===== config.mk =====
export PLATFORM = sky130hd
export DESIGN_NAME = ws2812_chain_driver
export DESIGN_NICKNAME = d
export VERILOG_FILES = /design/src/rtl/ws2812_chain_driver.sv
export SDC_FILE = /design/constraint.sdc
export NUM_CORES = 1
export LEC_CHECK = 0
export BUFFER_PORTS_ARGS = -buffer_cell sky130_fd_sc_hd__buf_2
export CAP_MARGIN = 15
export CORE_MARGIN = 2
export CORE_UTILIZATION = 40
export DETAILED_ROUTE_END_ITERATION = 10
export GPL_ROUTABILITY_DRIVEN = 1
export PLACE_DENSITY = 0.65
export SYNTH_ARGS = -nofsm -noshare
export SYNTH_HDL_FRONTEND = slang
export SYNTH_SLANG_ARGS = --single-unit
export TNS_END_PERCENT = 100

===== constraint.sdc =====
create_clock -name clk -period 3.3 [get_ports clk]
set_clock_uncertainty 0.05 [all_clocks]
set_input_delay 0.66 -clock clk [delete_from_list [all_inputs] [get_ports clk]]
set_output_delay 0.66 -clock clk [all_outputs]
set_load 0.02 [all_outputs]

===== src/rtl/ws2812_chain_driver.sv =====
// WS2812 daisy-chain driver: host-written pixel buffer, GRB serialisation with
// parameterised bit timing and latch period. Optional macro WS2812_AUTO_REFRESH_EN.
module ws2812_chain_driver #(
  parameter int NUM_LEDS  = 8,
  parameter int ADDR_W    = (NUM_LEDS > 1) ? $clog2(NUM_LEDS) : 1,
  parameter int T0H_CYC   = 20,
  parameter int T0L_CYC   = 43,
  parameter int T1H_CYC   = 40,
  parameter int T1L_CYC   = 23,
  parameter int RESET_CYC = 2500,
  parameter int CNT_W     = 16
) (
  input  logic              clk,
  input  logic              reset_n,
  input  logic              wr_en,
  input  logic [ADDR_W-1:0] wr_addr,
  input  logic [23:0]       wr_rgb,
  input  logic              frame_start,
  output logic              busy,
  output logic              frame_done,
  output logic              ws2812_data
);

  typedef enum logic [1:0] {IDLE, LOAD, SEND, LATCH} state_t;

  localparam logic [CNT_W-1:0]  T0H_LAST  = CNT_W'(T0H_CYC - 1);
  localparam logic [CNT_W-1:0]  T0L_LAST  = CNT_W'(T0L_CYC - 1);
  localparam logic [CNT_W-1:0]  T1H_LAST  = CNT_W'(T1H_CYC - 1);
  localparam logic [CNT_W-1:0]  T1L_LAST  = CNT_W'(T1L_CYC - 1);
  localparam logic [CNT_W-1:0]  RST_LAST  = CNT_W'(RESET_CYC - 1);
  localparam logic [CNT_W-1:0]  DONE_AT   = CNT_W'((RESET_CYC >= 2) ? RESET_CYC - 2 : 0);
  localparam logic [ADDR_W-1:0] LAST_PIX  = ADDR_W'(NUM_LEDS - 1);
  localparam logic              RST_ONE   = (RESET_CYC == 1);

  state_t             state;
  logic [23:0]        pixel [NUM_LEDS];
  logic [23:0]        shift_reg;
  logic [4:0]         bit_cnt;
  logic [ADDR_W-1:0]  pix_cnt;
  logic [CNT_W-1:0]   cnt;
  logic               high_phase;

  logic [ADDR_W-1:0]  load_idx;
  logic [23:0]        load_rgb;
  logic [23:0]        load_grb;
  logic [CNT_W-1:0]   high_last;
  logic [CNT_W-1:0]   low_last;

  always_ff @(posedge clk or negedge reset_n) begin
    if (!reset_n) begin
      for (int i = 0; i < NUM_LEDS; i++) pixel[i] <= '0;
    end else begin
      for (int i = 0; i < NUM_LEDS; i++)
        if (wr_en && wr_addr == ADDR_W'(i)) pixel[i] <= wr_rgb;
    end
  end

  // Same-cycle write to the pixel being loaded is forwarded so the new value wins.
  always_comb begin
    load_idx = (state == LOAD) ? '0 : pix_cnt + ADDR_W'(1);
    load_rgb = pixel[load_idx];
    if (wr_en && wr_addr == load_idx) load_rgb = wr_rgb;
    load_grb = {load_rgb[15:8], load_rgb[23:16], load_rgb[7:0]};
  end

  assign high_last = shift_reg[23] ? T1H_LAST : T0H_LAST;
  assign low_last  = shift_reg[23] ? T1L_LAST : T0L_LAST;

  always_ff @(posedge clk or negedge reset_n) begin
    if (!reset_n) begin
      state       <= IDLE;
      shift_reg   <= '0;
      bit_cnt     <= '0;
      pix_cnt     <= '0;
      cnt         <= '0;
      high_phase  <= 1'b0;
      ws2812_data <= 1'b0;
      busy        <= 1'b0;
      frame_done  <= 1'b0;
    end else begin
      frame_done <= 1'b0;
      case (state)
        IDLE: begin
          ws2812_data <= 1'b0;
`ifdef WS2812_AUTO_REFRESH_EN
          state <= LOAD;
          busy  <= 1'b1;
`else
          if (frame_start) begin
            state <= LOAD;
            busy  <= 1'b1;
          end
`endif
        end
        LOAD: begin
          shift_reg   <= load_grb;
          bit_cnt     <= '0;
          pix_cnt     <= '0;
          cnt         <= '0;
          high_phase  <= 1'b1;
          ws2812_data <= 1'b1;
          busy        <= 1'b1;
          state       <= SEND;
        end
        SEND: begin
          if (high_phase) begin
            if (cnt == high_last) begin
              high_phase  <= 1'b0;
              ws2812_data <= 1'b0;
              cnt         <= '0;
            end else begin
              cnt <= cnt + CNT_W'(1);
            end
          end else if (cnt != low_last) begin
            cnt <= cnt + CNT_W'(1);
          end else begin
            // End of a bit: the next bit's high phase starts with no gap cycle.
            cnt <= '0;
            if (bit_cnt != 5'd23) begin
              bit_cnt     <= bit_cnt + 5'd1;
              shift_reg   <= {shift_reg[22:0], 1'b0};
              high_phase  <= 1'b1;
              ws2812_data <= 1'b1;
            end else if (pix_cnt != LAST_PIX) begin
              bit_cnt     <= '0;
              pix_cnt     <= pix_cnt + ADDR_W'(1);
              shift_reg   <= load_grb;
              high_phase  <= 1'b1;
              ws2812_data <= 1'b1;
            end else begin
              state      <= LATCH;
              frame_done <= RST_ONE;
            end
          end
        end
        LATCH: begin
          ws2812_data <= 1'b0;
          if (cnt == RST_LAST) begin
            cnt  <= '0;
            busy <= 1'b0;
`ifdef WS2812_AUTO_REFRESH_EN
            state <= LOAD;
`else
            state <= IDLE;
`endif
          end else begin
            // frame_done is registered, so it is raised one cycle ahead of the last.
            cnt        <= cnt + CNT_W'(1);
            frame_done <= !RST_ONE && (cnt == DONE_AT);
          end
        end
        default: state <= IDLE;
      endcase
    end
  end

endmodule


Word-level counts from Yosys, hierarchy flattened
Cells that the tools add are included.

storage, ports and cells
  register bits = 246
  logic and storage cells = 121
  output and inout bits = 3

cells by class
  bitwise logic cells = 1
  reduce and logical (&&, ||, !) cells = 20
  $add $sub $neg = 3
  mux-type cells = 51
  order comparisons = 1
  eq/ne operators = 28

operator list
  cell                   count
  $mux 24                7
  $bmux 24 s3            1
  $mux 16                4
  $pmux 16 s3            1
  $pmux 24 s2            1
  $eq 16x12->1 const B   2
  $mux 5                 4
  $add 16x1->16 const B  1
  $eq 16x6->1            1
  $ne 16x6->1            1
  $mux 3                 5
  $mux 1                 14
  $ne 2x2->1 const B     7
  $eq 3x3->1 const B     4
  $mux 2                 6
  $mux 6                 2
  $ne 3x3->1 const B     4
  $pmux 5 s2             1
  $logic_and 1x1->1      9
  $pmux 2 s4             1
  $eq 3x2->1 const B     2
  $pmux 1 s3             2
  $pmux 3 s2             1
  $reduce_and 3->1       2
  19 further kinds       21

Longest topological paths before layout
Gate-level depths: netlist (run 1).

  depth in word-level cells = 12
  mapped depth = 10
  depth with buffers taken out = 8

Worst setup path after synthesis (run 1)
OpenSTA, ideal clock, no wires.

  path type = flip-flop to flip-flop
  start point = register pix_cnt[0]
  end point = register shift_reg[5]
  stages on the path, launching flop included = 11
  period minus slack after synthesis = 2.413 ns
  path buffers = 2
  data required time = 3.113 ns
  setup slack = 0.887 ns
  arrival time = 2.226 ns
  cell sequence = dfrtp_1 ha_1 ha_1 nand2b_1 clkbuf_1 and2_0 buf_2 a32o_1 a21oi_1 a222oi_1 a21oi_1

between the ends
  cells in the longest elaborated chain, start to end = 12
  elaborated cells between the ends (all ways) = 17
  classes of those cells = add/sub: 1; eq/ne: 3; mux: 10; bitwise: 1; reduce/logical: 2

ends and longest elaborated chain
  item                                        RTL line  text
  from (decl)                                 39        logic [ADDR_W-1:0] pix_cnt;
  from (signal assigned)                      126       pix_cnt <= pix_cnt + ADDR_W'(1);
  $add 3x1->3                                 60        load_idx = (state == LOAD) ? '0 : pix_cnt + ADDR_W'(1);
  $mux 3                                      60
  $not 3->4 (not written as such)             61        load_rgb = pixel[load_idx];
  $bmux 24 s3                                 61
  $mux 24 (not written as such) (2 in a row)  61
  $mux 24                                     62        if (wr_en && wr_addr == load_idx) load_rgb = wr_rgb;
  $mux 24                                     124       end else if (pix_cnt != LAST_PIX) begin
  $mux 24                                     119       if (bit_cnt != 5'd23) begin
  $mux 24                                     114       end else if (cnt != low_last) begin
  $mux 24                                     106       if (high_phase) begin
  $pmux 24 s2                                 82        case (state)
  to (signal assigned)                        96        shift_reg <= load_grb;
  to (signal assigned)                        121       shift_reg <= {shift_reg[22:0], 1'b0};
  to (signal assigned)                        127       shift_reg <= load_grb;
  to (decl)                                   37        logic [23:0] shift_reg;

Several ways; a longest one is shown, not always the timed one. The select of a mux whose other input is x is not followed.
A chain may end at the register's enable or synchronous reset.

Worst setup path in the final report (run 1)
  start point = register pix_cnt[0]
  end point = register shift_reg[3]

Same word-level chain as after synthesis.

==> flow_results.org, run 1 <==
** Logic synthesis
- Register bit count reported by yosys :: ~250
- The cell area that synthesis handed to floorplanning was between 10000 and 15000 um2.
- The number of different library cells used by synthesis comes to 62.
- Post-synthesis sequential area ratio :: between 50% and 60%
- Dividing the synthesized area by the synthesized cell count gives roughly 12 um2.
- Counting every net in the synthesized netlist gives 997.
- Number of instances in the synthesized netlist :: about 960
- Number of synthesized flops with an enable pin :: 0
- Async set-reset flop share out of synthesis :: 100%
- Yosys warns :: 0
- Among all flip-flop cells after synthesis, the most frequent one is sky130_fd_sc_hd__dfrtp_1.

** Setup path
- Counting both buffers and inverters, the worst setup path holds a total of 1.
- Critical path startpoint :: pix_cnt[0]
- The worst setup path is of the flop to flop kind.
- Worst path cell trace :: ha_1 > ha_1 > nand2b_1 > and2_0 > buf_4 > a32o_1 > a21oi_1 > a222oi_1 > a21oi_1
- At the worst endpoint, the required time is 3.67 ns.
- CP max FO :: 11
- Kind of end point of the critical path :: flop
- CP Data Arrival Time :: 3.01 ns
- Worst path top cell family by delay :: compound AO/OA/AOI/OAI gates
- Critical path startpoint category :: flop
- Stage delay of the slowest cell on the critical path :: ~0.48 ns
- The startpoint identified for the worst register-to-register timing path is pix_cnt[0].
- Master of the slowest instance on the critical path :: sky130_fd_sc_hd__dfrtp_4

** Drt
- The count of nets left with antenna violations once routing finished came out at 0.
- The pre-antenna-repair detailed-routing pass consisted of 6 iterations.
- The first routing iteration left 690 violations.
- Overall routed net length :: between 20000 and 30000 um
- Wire length per cell after detailed routing :: between 15 and 20 um
- Per-cell via count in the routed design :: around 5.7
- For this run, design rule violations remaining after detail routing come to 0.
- Total number of vias :: just under 8k

** Outcome
- Status :: complete, no violations

** Power and ir drop
- Cell area power density :: between 700 and 800 nW/um2
- Leakage :: 5.40 nW
- Post-layout power :: just under 10 mW
- VDD sags by at most between 0.0004 and 0.0005 V.

** Final layout
- Cell Count, Final, Fillers Out :: around 1.4k
- The register with the most flip-flops in the layout has ~190 of them.
- Number of filler instances in the final layout :: ~2.6k
- Ratio of cells with drive above 1 in the final layout :: 32.8%
- Layout Area Growth over Synthesis :: 14.1%
- Number of nets in the finished design :: 1028

** CTS
- CTS Hold Buffers Added :: 0
- Level count of the clock H-tree :: 1
- Clock root buffer :: sky130_fd_sc_hd__clkbuf_16
- Counting the buffers created by CTS gives 27.
- TritonCTS clock tree :: built
- Quantity of gates resized following cts :: 0
- Post-CTS setup repair buffer count :: 0
- Later-pin clock latency in the skew report :: around 0.55 ns
- Clock-pin slew was measured on the worst setup and hold paths at approximately 0.060 ns.
- Clock Sink Count :: 246
- Maximum count of clock buffers along a single path :: 3

** Placed design
- Dpl hpwl :: approximately 17000 um
- Routability Congestion :: around 0.79
- Buffers added on ports :: 33
- In this run, placement finished with an instance count of 1341.

** STA
- Setup repair after global routing missed its margin :: false
- Timing would allow up to around 0.38 GHz.
- Post-layout minimum cycle time :: 2.65 ns
- Dividing the final minimum period by the clock period gives roughly four fifths.
- Setup violations remaining at the end of the flow were counted as 0.
- In the final timing run, aggregate negative setup slack is 0 ns.
- Number of max-slew violations in the final report :: 0
- Final count of hold timing violations :: 0
- Headroom to the max-slew limit came out at 45.3%.
- For the pin with the worst max-slew slack, the measured transition is around 0.8 ns.

** Global routing
- For this run the aggregate overflow at the end of global routing stands at 0.
- Entering global routing, the biggest net connects 85 pins.
- First-pass GRT wire length :: around 45000 um
- Antenna violations before repair :: 1
- Vias in the first global route :: around 7.9k
- All-layer global routing usage :: a little under a fifth

** Die
- Number of rows created at floorplan :: just over 60
- The floorplan step set the die height to roughly 170 um.
- The total area inside the core boundary comes to about 29000 um2.
- IO Count :: 34
- Initial standard-cell utilization of the core :: ~40%
- Horizontal die dimension :: around 170 um
- The die covers around 30000 um2.

** Run
- Across the run, the number of max-cap violations was 0.

** Min path
- Worst Hold Class :: input port to async pin
==> worst paths after layout <==
path	to	slack, ns	cells after the start
worst min register to register	pixel[115]	0.45	1
min in group clk	pixel[115]	0.41	2
worst max-delay path	shift_reg[3]	0.65	9
max in group asynchronous	pixel[93]	2.25	2
worst min-delay path	pixel[95]	0.06	1
worst max register to register	shift_reg[3]	0.65	9
==> cells in the mapped netlist (all sizes together), types with 3 or more instances <==
| library cell | instances | area share (%) |
|---|---|---|
| or3 | 3 | 0.16 |
| nand2 | 76 | 2.5 |
| dfrtp | 246 | 53 |
| ha | 11 | 1.2 |
| nand4 | 8 | 0.43 |
| nor3 | 4 | 0.17 |
| nand4b | 3 | 0.23 |
| o21ai | 12 | 0.52 |
| clkbuf | 37 | 1.2 |
| o211ai | 17 | 1.1 |
| mux2i | 48 | 4.1 |
| a31oi | 18 | 1.0 |
| nand3 | 8 | 0.34 |
| a21oi | 55 | 2.4 |
| nand2b | 5 | 0.27 |
| o31ai | 6 | 0.39 |
| a22oi | 16 | 1.0 |
| a32o | 7 | 0.60 |
| a222oi | 7 | 0.60 |
| nor3b | 5 | 0.32 |
| or4 | 3 | 0.19 |
| o22ai | 4 | 0.22 |
| nor2 | 44 | 1.4 |
| mux2 | 196 | 19 |
| buf | 27 | 1.2 |
| a221oi | 16 | 1.2 |
| a32oi | 17 | 1.3 |
| a2bb2oi | 3 | 0.23 |
| a22o | 3 | 0.23 |
| inv | 16 | 0.52 |
==> layout make-up <==
type                       count  area [um2]  area share, %
inverter                      17        63.8          0.481
sequential                   246        6160           46.4
clock buffer                  38         797           6.00
multi-input combinational    628        5170           39.0
antenna                        1        2.50         0.0189
timing repair buffer          66         473           3.56
clock inverter                11         126          0.952
tap                          384         480           3.62
==> cells in the final DEF, fill, tap and decap left out, types with 17 or more instances in the layout <==
cell	n
sky130_fd_sc_hd__clkbuf_16	27
sky130_fd_sc_hd__nand2_1	75
sky130_fd_sc_hd__mux2_2	196
sky130_fd_sc_hd__a32oi_1	17
sky130_fd_sc_hd__a31oi_1	17
sky130_fd_sc_hd__mux2i_1	48
sky130_fd_sc_hd__dfrtp_1	245
sky130_fd_sc_hd__o211ai_1	17
sky130_fd_sc_hd__buf_2	32
sky130_fd_sc_hd__nor2_1	41
sky130_fd_sc_hd__a21oi_1	54
sky130_fd_sc_hd__buf_4	29
==> where the power goes <==
group          internal, mW  switching [mW]
sequential             3.75           0.418
combinational          1.22            1.45
clock                  1.84            1.26
==> per-layer routing <==
metal	wire, um	up-vias	GRT usage, %
met5	0	-	0
met3	1260	48	2.54
met2	12500	215	28.6
met4	623	0	4.72
met1	13000	4066	26.7
li1	-	3622	-
==> logic make-up after synthesis <==
group	count (synthesis)	share of synthesized area (%)
buf+inv	81	2.96
flops	246	52.9
simple gates	174	7.07
fa+ha+maj	11	1.18
xor+xnor	3	0.226
compound gates	194	12.2
mux	246	23.5
==> through the flow <==
step	cell area [um2]	utilization, %	hold WS, ns	setup WS (ns)
floorplan	11600	-	0.314	0.887
global route	13300	46.2	0.103	0.469
finish	13300	46.2	0.0578	0.652
global placement	12300	43.0	0.436	0.766
CTS	13300	46.2	0.0751	0.659
detailed placement	12300	43.0	0.442	0.688
==> worst reg2reg max path, delay by kind of cell, from the launching register on <==
family                   cells  cell delay, ns
AO/OA/AOI/OAI                4            0.63
adder cells (fa/ha/maj)      2            0.59
buffers and inverters        1            0.21
flip-flops                   1            0.48
AND/OR/NAND/NOR              2            0.55
(Power assumes the default switching activity.)
==> run 2: changes to the inputs <==
--- a/config.mk
+++ b/config.mk
@@ -11,7 +11,7 @@
 export CORE_UTILIZATION = 40
 export DETAILED_ROUTE_END_ITERATION = 10
 export GPL_ROUTABILITY_DRIVEN = 1
-export PLACE_DENSITY = 0.65
+export PLACE_DENSITY = 0.67
 export SYNTH_ARGS = -nofsm -noshare
 export SYNTH_HDL_FRONTEND = slang
 export SYNTH_SLANG_ARGS = --single-unit
==> constraint.sdc (replaced) <==
create_clock -name clk -period 2.2 [get_ports clk]
set_clock_uncertainty 0.05 [all_clocks]
set_input_delay 0.44 -clock clk [delete_from_list [all_inputs] [get_ports clk]]
set_output_delay 0.44 -clock clk [all_outputs]
set_load 0.02 [all_outputs]
==> flow_results.org, run 2 (synthesis results as in run 1) <==
** Outcome
- Status: complete, but fails checks (was complete, no violations).
- Failing checks :: negative setup slack

** Drt
- The number of iterations in the first detailed-routing pass was 6 (unchanged).
- The routed wire length was 29000 um (was 27400 um).
- The average vias per placed instance was 5.65 (was 5.72).
- The number of design-rule violations left by the first detailed-router iteration was 597 (was 690).
- The number of nets with antenna violations after detailed routing was 0 (unchanged).
- The routed length per placed instance is 19.8 um (was 19.7 um).
- Total number of vias :: 8275 (was 7951)
- The DRC violation count after routing was 0 (unchanged).

** Global routing
- The initial antenna violation count is 0 (was 1).
- Vias in the first global route :: 8381 (was 7920)
- The pin count of the biggest net entering global routing was 57 (was 85).
- The global routing usage summed across all routing layers is 19.1% (was 18.3%).
- First-pass GRT wire length :: 46800 um (was 44800 um)
- The global route total overflow came to 0 (unchanged).

** STA
- Number of max-slew violations in the final report :: 0 (unchanged)
- The final critical-path share of the clock period was 106% (was 80.2%).
- The worst hold slack after final layout was 0.195 ns (was 0.0578 ns).
- Setup repair after global routing missed its margin: true (was false).
- Final TNS setup :: -1.11 ns (was 0 ns)
- Final count of hold timing violations :: 0 (unchanged)
- The total of endpoints with negative setup slack in the final report is 24 (was 0).
- The final critical path time including I/O delays and setup is 2.32 ns (was 2.65 ns).
- Worst Tran Pin Value :: 0.464 ns (was 0.817 ns)
- The worst-case headroom to the max-slew limit was 69.0% (was 45.3%).
- Fmax :: 0.430 GHz (was 0.378 GHz)
- The setup slack of the critical path after layout came to -0.125 ns (was 0.652 ns).

** Final layout
- The share of cells above drive strength 1 came to 40.4% (was 32.8%).
- The count of filler cells inserted in the layout came to 2590 (was 2595).
- Commonest non-fill, non-tap cells in the layout: sky130_fd_sc_hd__dfrtp_1 (242), sky130_fd_sc_hd__mux2_2 (195), sky130_fd_sc_hd__buf_4 (79) (was sky130_fd_sc_hd__dfrtp_1 (245), sky130_fd_sc_hd__mux2_2 (196), sky130_fd_sc_hd__nand2_1 (75)).
- The final antenna diode count is 0 (was 1).
- The net total in the final layout came to 1105 (was 1028).
- Max reg flops :: 192 (unchanged)
- Layout Area Growth over Synthesis :: 22.7% (was 14.1%)
- The most frequent standard cell in the layout excluding fill and tap cells was sky130_fd_sc_hd__dfrtp_1 (unchanged).

** Setup path
- The nature of the critical path endpoint was a flop (unchanged).
- CP Data Arrival Time :: 2.68 ns (was 3.01 ns)
- Sum of buffers and inverters on the critical path :: 3 (was 1)
- Master of the slowest instance on the critical path :: sky130_fd_sc_hd__dfrtp_4 (unchanged)
- The cell that appears most often on the critical path is sky130_fd_sc_hd__nor2_4.
- Critical path startpoint category :: flop (unchanged)
- The category of cells accounting for the largest share of critical-path delay is compound AO/OA/AOI/OAI gates (unchanged).
- Stage delay of the slowest cell on the critical path :: 0.45 ns (was 0.48 ns)
- The peak fanout along the critical path came to 16 (was 11).
- The kind of critical path is flop to flop (unchanged).
- WP data required :: 2.56 ns (was 3.67 ns)
- Worst path cell trace: buf_6 > xor2_1 > a31oi_4 > nor2_4 > nor2_4 > buf_12 > buf_16 > a222oi_1 > a21oi_1 (was ha_1 > ha_1 > nand2b_1 > and2_0 > buf_4 > a32o_1 > a21oi_1 > a222oi_1 > a21oi_1).

** Placed design
- The placer's final routability congestion estimate is 0.815 (was 0.785).
- The number of buffers added on ports came to 33 (unchanged).
- The half-perimeter wire length of the detailed placement result was 18000 um (was 17000 um).

** CTS
- Level count of the clock H-tree :: 1 (unchanged)
- The maximum clock path buffer count is 3 (unchanged).
- The clock edge transition at the registers on the reported setup and hold paths was 0.06 ns (about the same).
- The number of clock sinks came to 246 (unchanged).
- TritonCTS clock tree :: built (unchanged)
- The master cell of the clock root buffer was sky130_fd_sc_hd__clkbuf_16 (unchanged).
- Later-pin clock latency in the skew report :: 0.54 ns (was 0.55 ns)
- Number of CTS-inserted buffers :: 26 (was 27)

** Power and ir drop
- Cell area power density :: 1100 nW/um2 (was 748 nW/um2)
- Leakage :: 5.87 nW (was 5.40 nW)
- Maximum vdd ir drop :: 0.000560 V (was 0.000406 V)

** Die
- The floorplan core area is 28700 um2 (unchanged).
- The floorplan die height came to 175 um (unchanged).
- The die area is 30500 um2 (unchanged).
- Number of rows created at floorplan :: 62 (unchanged)
- The horizontal extent of the die is 175 um (unchanged).
- The effective utilization at floorplan came to 40.5% (unchanged).
- The number of top-level design ports came to 34 (unchanged).

** Run
- The number of violations of the max-capacitance limit is 0 (unchanged).

** Min path
- The type of the most critical hold path was input port to flop (was input port to async pin).
==> run 2: cell count changes in the layout (fill, tap and decap cells not counted), sizes merged <==
cell | before | now
buf | 66 | 140
clkbuf | 38 | 39
inv | 17 | 16
dlygate4sd3 | 0 | 1
diode | 1 | 0
bufinv | 2 | 1
==> run 2: report_power, final <==
group	switching (mW)	internal [mW]
sequential	0.606	5.63
clock	1.79	2.48
combinational	2.57	2.69
==> run 2: per-stage QoR <==
step | utilization (%) | power, mW | std cells | worst slack [ns] | cell area (um2)
after floorplan | - | 9.14 | 955 | 0.00423 | 11700
after global placement | 45.0 | 10.7 | 1399 | -0.0634 | 12900
after detailed placement | 45.0 | 10.9 | 1399 | -0.141 | 12900
after CTS | 48.7 | 15.5 | 1453 | 0.00652 | 14000
after global routing | 49.7 | 16.6 | 1464 | -0.213 | 14300
final | 49.7 | 15.8 | 1464 | -0.125 | 14300
==> run 2: timing repair <==
action / CTS / global route
hold endpoints to repair: 50 / 0
pin swaps: 9 / 16
buffers inserted: 6 / 9
cloned: 2 / 3
resized for setup: 24 / 42
hold buffers: 1 / 0
setup endpoints to repair: 29 / 46
==> run 2: per-layer routing <==
| layer | routed length [um] | part of all wire [%] | vias to the layer above | track usage, % |
|---|---|---|---|---|
| met5 | 0 | 0 | - | 0 |
| met2 | 13600 | 47 | 233 | 30.7 |
| met1 | 13200 | 46 | 4220 | 27.2 |
| li1 | - | - | 3779 | - |
| met4 | 671 | 2.3 | 0 | 4.55 |
| met3 | 1490 | 5.1 | 43 | 3.08 |
==> run 2: layout make-up <==
class / count / area (um2) / share of cell area [%]
Timing Repair Buffer: 144 / 1330 / 9.30
Clock inverter: 9 / 83.8 / 0.587
Inverter: 17 / 65.1 / 0.456
Multi-Input combinational cell: 628 / 5410 / 37.9
Clock buffer: 36 / 748 / 5.24
Tap cell: 384 / 480 / 3.37
Sequential cell: 246 / 6160 / 43.2
==> run 2: worst register-to-register path: cells and delay by family (launching register included) <==
| kind | cells | cell delay, ns |
|---|---|---|
| XOR/XNOR | 1 | 0.34 |
| flip-flops | 1 | 0.45 |
| AO/OA/AOI/OAI | 3 | 0.59 |
| AND/OR/NAND/NOR | 2 | 0.23 |
| buffers and inverters | 3 | 0.53 |
==> run 2: worst paths after layout <==
kind                       startpoint           end  slack (ns)  cells past startpoint
max                        pix_cnt[0]  shift_reg[7]       -0.12                      9
max in group asynchronous     reset_n        cnt[5]        1.09                      3
max reg2reg                pix_cnt[0]  shift_reg[7]       -0.12                      9
min in group asynchronous     reset_n      pixel[9]        0.38                      2
min reg2reg                 pixel[31]     pixel[31]        0.45                      1
min                        wr_rgb[16]  shift_reg[8]        0.19                      3
